$ cat src/rtl/sky_field.sv
// Falling-cell sky: NUM_COLS x NUM_ROWS occupancy grid with LFSR spawning and a pixel rasteriser.
// Optional build macro SKY_FIELD_SKIP_EMPTY_EN: empty cells take one non-plotting cycle each.
module sky_field #(
   parameter int          NUM_COLS  = 4,
   parameter int          NUM_ROWS  = 14,
   parameter int          CELL_SIZE = 4,
   parameter int          X_ORIGIN  = 0,
   parameter int          Y_ORIGIN  = 0,
   parameter logic [2:0]  FG_COLOR  = 3'b111,
   parameter logic [2:0]  BG_COLOR  = 3'b000,
   parameter logic [7:0]  LFSR_SEED = 8'hA5
) (
   input  logic                clock,
   input  logic                reset,
   input  logic                update,
   input  logic                draw_start,
   output logic                plot,
   output logic [7:0]          x,
   output logic [6:0]          y,
   output logic [2:0]          color,
   output logic                busy,
   output logic                draw_done,
   output logic [NUM_COLS-1:0] bottom_row
);

   // state | meaning
   // IDLE  | grid live, updates applied immediately, waiting for draw_start
   // DRAW  | one pixel (or skipped cell) per cycle, grid frozen, updates deferred
   // DONE  | draw_done pulse; deferred update applied on the exit edge
   typedef enum logic [1:0] {S_IDLE, S_DRAW, S_DONE} state_t;

   localparam int CS2 = CELL_SIZE * CELL_SIZE;
   localparam int CW  = $clog2(NUM_COLS);
   localparam int RW  = $clog2(NUM_ROWS);
   localparam int PW  = (CS2 > 1) ? $clog2(CS2) : 1;

   state_t                              state, state_nxt;
   logic [CW-1:0]                       col_q, col_n;
   logic [RW-1:0]                       row_q, row_n;
   logic [PW-1:0]                       pix_q, pix_n;
   logic [NUM_COLS-1:0][NUM_ROWS-1:0]   grid, grid_nxt;
   logic [7:0]                          lfsr, lfsr_nxt, spawn_idx;
   logic                                pending, pending_nxt;
   logic                                apply_upd;
   logic                                cell_last;
   logic                                nxt_occ;
   logic                                plot_n;
   logic [7:0]                          x_n;
   logic [6:0]                          y_n;
   logic [2:0]                          color_n;

   assign lfsr_nxt  = {lfsr[6:0], lfsr[7] ^ lfsr[5] ^ lfsr[4] ^ lfsr[3]};
   assign spawn_idx = lfsr_nxt & 8'(2 * NUM_COLS - 1);

   // A deferred update lands on the DONE->IDLE edge; back-to-back requests collapse to one scroll.
   assign apply_upd = ((state == S_IDLE) && update) ||
                      ((state == S_DONE) && (pending || update));

   always_comb begin
      pending_nxt = 1'b0;
      if (state == S_DRAW)
         pending_nxt = pending | update;
   end

   always_comb begin
      grid_nxt = grid;
      if (apply_upd) begin
         for (int c = 0; c < NUM_COLS; c++) begin
            grid_nxt[c] = {grid[c][NUM_ROWS-2:0], 1'b0};
            if (spawn_idx == 8'(c))
               grid_nxt[c][0] = 1'b1;
         end
      end
   end

   always_comb begin
      for (int c = 0; c < NUM_COLS; c++)
         bottom_row[c] = grid[c][NUM_ROWS-1];
   end

`ifdef SKY_FIELD_SKIP_EMPTY_EN
   logic cell_occ;
   assign cell_occ  = grid[col_q][row_q];
   assign cell_last = (pix_q == PW'(CS2 - 1)) || !cell_occ;
`else
   assign cell_last = (pix_q == PW'(CS2 - 1));
`endif

   always_comb begin
      state_nxt = state;
      col_n     = col_q;
      row_n     = row_q;
      pix_n     = pix_q;
      unique case (state)
         S_IDLE: begin
            if (draw_start) begin
               state_nxt = S_DRAW;
               col_n     = '0;
               row_n     = '0;
               pix_n     = '0;
            end
         end
         S_DRAW: begin
            if (cell_last) begin
               pix_n = '0;
               if (row_q == RW'(NUM_ROWS - 1)) begin
                  row_n = '0;
                  if (col_q == CW'(NUM_COLS - 1))
                     state_nxt = S_DONE;
                  else
                     col_n = col_q + CW'(1);
               end else begin
                  row_n = row_q + RW'(1);
               end
            end else begin
               pix_n = pix_q + PW'(1);
            end
         end
         S_DONE:  state_nxt = S_IDLE;
         default: state_nxt = S_IDLE;
      endcase
   end

   // Pixel outputs are precomputed from the next counters so they register alongside the state.
   always_comb begin
      nxt_occ = grid_nxt[col_n][row_n];
      x_n     = 8'(X_ORIGIN + int'(col_n) * CELL_SIZE + int'(pix_n) % CELL_SIZE);
      y_n     = 7'(Y_ORIGIN + int'(row_n) * CELL_SIZE + int'(pix_n) / CELL_SIZE);
      color_n = nxt_occ ? FG_COLOR : BG_COLOR;
`ifdef SKY_FIELD_SKIP_EMPTY_EN
      plot_n  = (state_nxt == S_DRAW) && nxt_occ;
`else
      plot_n  = (state_nxt == S_DRAW);
`endif
   end

   always_ff @(posedge clock or posedge reset) begin
      if (reset) begin
         state     <= S_IDLE;
         col_q     <= '0;
         row_q     <= '0;
         pix_q     <= '0;
         grid      <= '0;
         lfsr      <= LFSR_SEED;
         pending   <= 1'b0;
         plot      <= 1'b0;
         x         <= '0;
         y         <= '0;
         color     <= '0;
         busy      <= 1'b0;
         draw_done <= 1'b0;
      end else begin
         state     <= state_nxt;
         col_q     <= col_n;
         row_q     <= row_n;
         pix_q     <= pix_n;
         grid      <= grid_nxt;
         pending   <= pending_nxt;
         if (apply_upd)
            lfsr <= lfsr_nxt;
         plot      <= plot_n;
         busy      <= (state_nxt != S_IDLE);
         draw_done <= (state_nxt == S_DONE);
         if (plot_n) begin
            x     <= x_n;
            y     <= y_n;
            color <= color_n;
         end
      end
   end

endmodule

$ cat config.mk
export PLATFORM = sky130hd
export DESIGN_NAME = sky_field
export DESIGN_NICKNAME = d
export VERILOG_FILES = /design/src/rtl/sky_field.sv
export SDC_FILE = /design/constraint.sdc
export NUM_CORES = 1
export LEC_CHECK = 0
export ABC_AREA = 1
export CORE_ASPECT_RATIO = 1.5
export CORE_MARGIN = 8
export CORE_UTILIZATION = 45
export CTS_BUF_LIST = sky130_fd_sc_hd__clkbuf_8
export CTS_CLUSTER_SIZE = 14
export DETAILED_ROUTE_END_ITERATION = 8
export PLACE_DENSITY = 0.66
export SETUP_SLACK_MARGIN = 0.2
export SYNTH_ARGS = -nofsm -noshare
export SYNTH_HDL_FRONTEND = slang
export SYNTH_SLANG_ARGS = --single-unit
$ cat constraint.sdc
create_clock -name clock -period 3.2 [get_ports clock]
set_clock_uncertainty 0.15 [all_clocks]
set_input_delay 0.64 -clock clock [delete_from_list [all_inputs] [get_ports clock]]
set_output_delay 0.64 -clock clock [all_outputs]
set_load 0.005 [all_outputs]
==> flow_metrics.env <==
export IMPL_ioPinCount=29
export IMPL_totalWireLength_um=10200
export IMPL_setup_tns_ps=0
export IMPL_crit_end="color[1]"
export IMPL_setup_violations_final=0
export IMPL_wire_per_inst_um=13.3
export IMPL_nets=629
export IMPL_placedCellCount=755
export IMPL_antenna_found_initial=0
export IMPL_drt_first_pass_iters=5
export IMPL_status="complete, no violations"
export IMPL_start_kind="flop"
export IMPL_io_buffers=23
export IMPL_slew_violations=0
export IMPL_track_usage_pct=15.4
export IMPL_hold_class="reg -> reg"
export IMPL_ff2ff_setup_slack_ps=550
export IMPL_end_kind="flop"
export IMPL_finalWeightedCongestion=0.879
export IMPL_reg2reg_to="color[1]"
export IMPL_fp_dieH_um=142
export IMPL_drive_gt1_share_pct=9.74
export IMPL_grt_max_degree=56
export IMPL_synth_cell_types=37
export IMPL_syn_area_um2=4730
export IMPL_clk_pin_slew_ps=90
export IMPL_core_um2=10400
export IMPL_grt_first_pass_wirelength_um=17200
export IMPL_ant_nets=0
export IMPL_layout_commonest_cell="nand2_1"
export IMPL_yosys_warnings=0
export IMPL_diodes=0
export IMPL_p_per_area_nw_per_um2=719
export IMPL_nFillCells=1015
export IMPL_syn_instance_count=602
export IMPL_cp_max_fo=22
export IMPL_first_iter_violations=227
export IMPL_start_util_pct=45.4
export IMPL_crit_start="row_q[1]"
export IMPL_die_w_um=99.7
export IMPL_finalNonFillerCells=770
export IMPL_cts_sinks=91
export IMPL_crit_required_ps=3310
export IMPL_areaGrowthSynthToFinish_pct=12.3
export IMPL_die_area_um2=14100
export IMPL_reg2reg_depth=17
export IMPL_postCtsSetupBuffers=0
export IMPL_postSynthAreaPerCell_um2=7.85
export IMPL_worstSkewPairLatency_ps=370
export IMPL_grt_pass1_vias=3671
export IMPL_hpwl_um=7510
export IMPL_leakage_nw=2.85
export IMPL_numCtsBuffers=9
export IMPL_post_cts_resize_count=0
export IMPL_ys_ff_latch=91
export IMPL_cts_tree="done"
export IMPL_finalCritPeriodShare_pct=82.8
export IMPL_cts_buffer_depth=2
export IMPL_grt_overflow_total=0
export IMPL_root_buffer="clkbuf_8"
export IMPL_htree_levels=3
export IMPL_max_cap_viol_count=0
export IMPL_hold_buffers=0
export IMPL_remaining_drc_errors=0
export IMPL_max_freq_ghz=0.377
export IMPL_final_hold_viol_count=0
export IMPL_vias=3726
export IMPL_viasPerCell=4.84
export IMPL_r2r_start="row_q[1]"
export IMPL_arrival_ps=2760
export IMPL_layout_common_cells="nand2_1, inv_1, dfrtp_1, nand3_1, o21ai_0"
export IMPL_rsz0062_at_grt="false"
export IMPL_rows=46
export IMPL_yosysSeqAreaShare_pct=48.3
export IMPL_hold_start="y[5]"
export IMPL_vdd_drop_max_uv=289
export IMPL_critPathKind="reg -> reg"
export IMPL_min_period_ps=2650
cells by family after synthesis:
| logic type | share of synthesized area [%] |
|---|---|
| xor gates and xnor gates | 0.556 |
| adders and majority gates | 0.794 |
| DFF | 48.3 |
| and+or+nand+nor | 25.3 |
| AOI/OAI and AO/OA | 9.61 |
| buffers and inverters | 15.4 |
| other | 0.0793 |
sequential cells by signal, indices dropped and copies added, names as in the netlist, 2 cells and up:
name,flops
col_q,2
x,4
grid,52
pix_q,4
state,2
bottom_row,4
y,6
row_q,4
lfsr,8
synthesized netlist by cell type:
cell       number  area, µm²
a211oi_1        1       7.51
a21oi_1         8       40.0
a22o_1          1       8.76
a31oi_1         2       12.5
buf_2          10       50.1
buf_4          12       90.1
buf_6           9        101
clkbuf_1        2       7.51
conb_1          1       3.75
dfrtp_1        87       2180
dfstp_2         4        105
ha_1            3       37.5
inv_1         120        450
inv_2           5       18.8
inv_6           1       8.76
nand2_1       156        586
nand2_2         3       18.8
nand2_4         3       33.8
nand3_1        70        350
nand3_2         5       50.1
nand3_4         1       17.5
nand4_1         2       12.5
nor2_1         15       56.3
nor2_2          1       6.26
nor2_4          2       22.5
nor2_8          1       20.0
nor3_1          2       10.0
nor4_1          1       6.26
o2111ai_1       1       8.76
o211ai_1        1       7.51
o21a_1          1       7.51
o21ai_0        44        220
o21ai_1        20        100
o21ai_2         1       8.76
o21ai_4         2       32.5
or2_2           1       6.26
xor2_1          3       26.3
worst min-delay path by stage:
stage                          to  cells after the start  slack, ps
after detailed placement     y[5]                      2        310
after floorplan           lfsr[1]                      2        300
after CTS                    y[5]                      2        330
after global placement       y[1]                      2        300
final                        y[5]                      2        320
after global routing         y[1]                      2        350
critical path: stages, from the launching register on:
cell	delay, ps
dfrtp_1	420
inv_1	80
ha_1	160
nand2_1	110
nor2_4	160
nand3_4	110
nand2_4	240
nand2_4	230
inv_2	240
nand2_1	70
nand3_1	70
nand3_1	60
nand3_1	90
nand2_1	70
nand2_1	60
nand2_1	90
nand2_1	70
nand3_1	50
per-layer routing:
metal	vias to the layer above	track usage [%]	wire length [µm]
met5	-	0	0
met4	0	7.93	307
met3	21	3.38	316
met2	66	26.6	5270
met1	1762	17.3	4320
li1	1877	-	-
metrics by stage:
step                      utilization (%)  cell area (µm²)  power [mW]  setup slack, ps  hold slack (ps)
final                                50.9             5310        3.81              549              323
after global routing                 50.9             5310        4.09              294              354
after CTS                            50.9             5310        3.86              537              328
after detailed placement             48.5             5060        2.90              189              307
after global placement               48.5             5060        2.87              201              303
after floorplan                         -             4750        2.49             1100              303
power breakdown:
part	switching, mW	total, mW	internal, mW
Sequential	0.158	1.54	1.39
Clock	0.390	0.947	0.557
Combinational	0.794	1.32	0.527
cell type report:
| class | instances | area (µm²) | area share (%) |
|---|---|---|---|
| Clock buffer | 11 | 151 | 2.85 |
| Clock inverter | 4 | 97.6 | 1.84 |
| Inverter | 126 | 482 | 9.08 |
| Multi-Input combinational cell | 356 | 1730 | 32.7 |
| Sequential cell | 91 | 2280 | 43.0 |
| Tap cell | 144 | 180 | 3.40 |
| Timing Repair Buffer | 38 | 380 | 7.17 |
(Power assumes the default switching activity.)
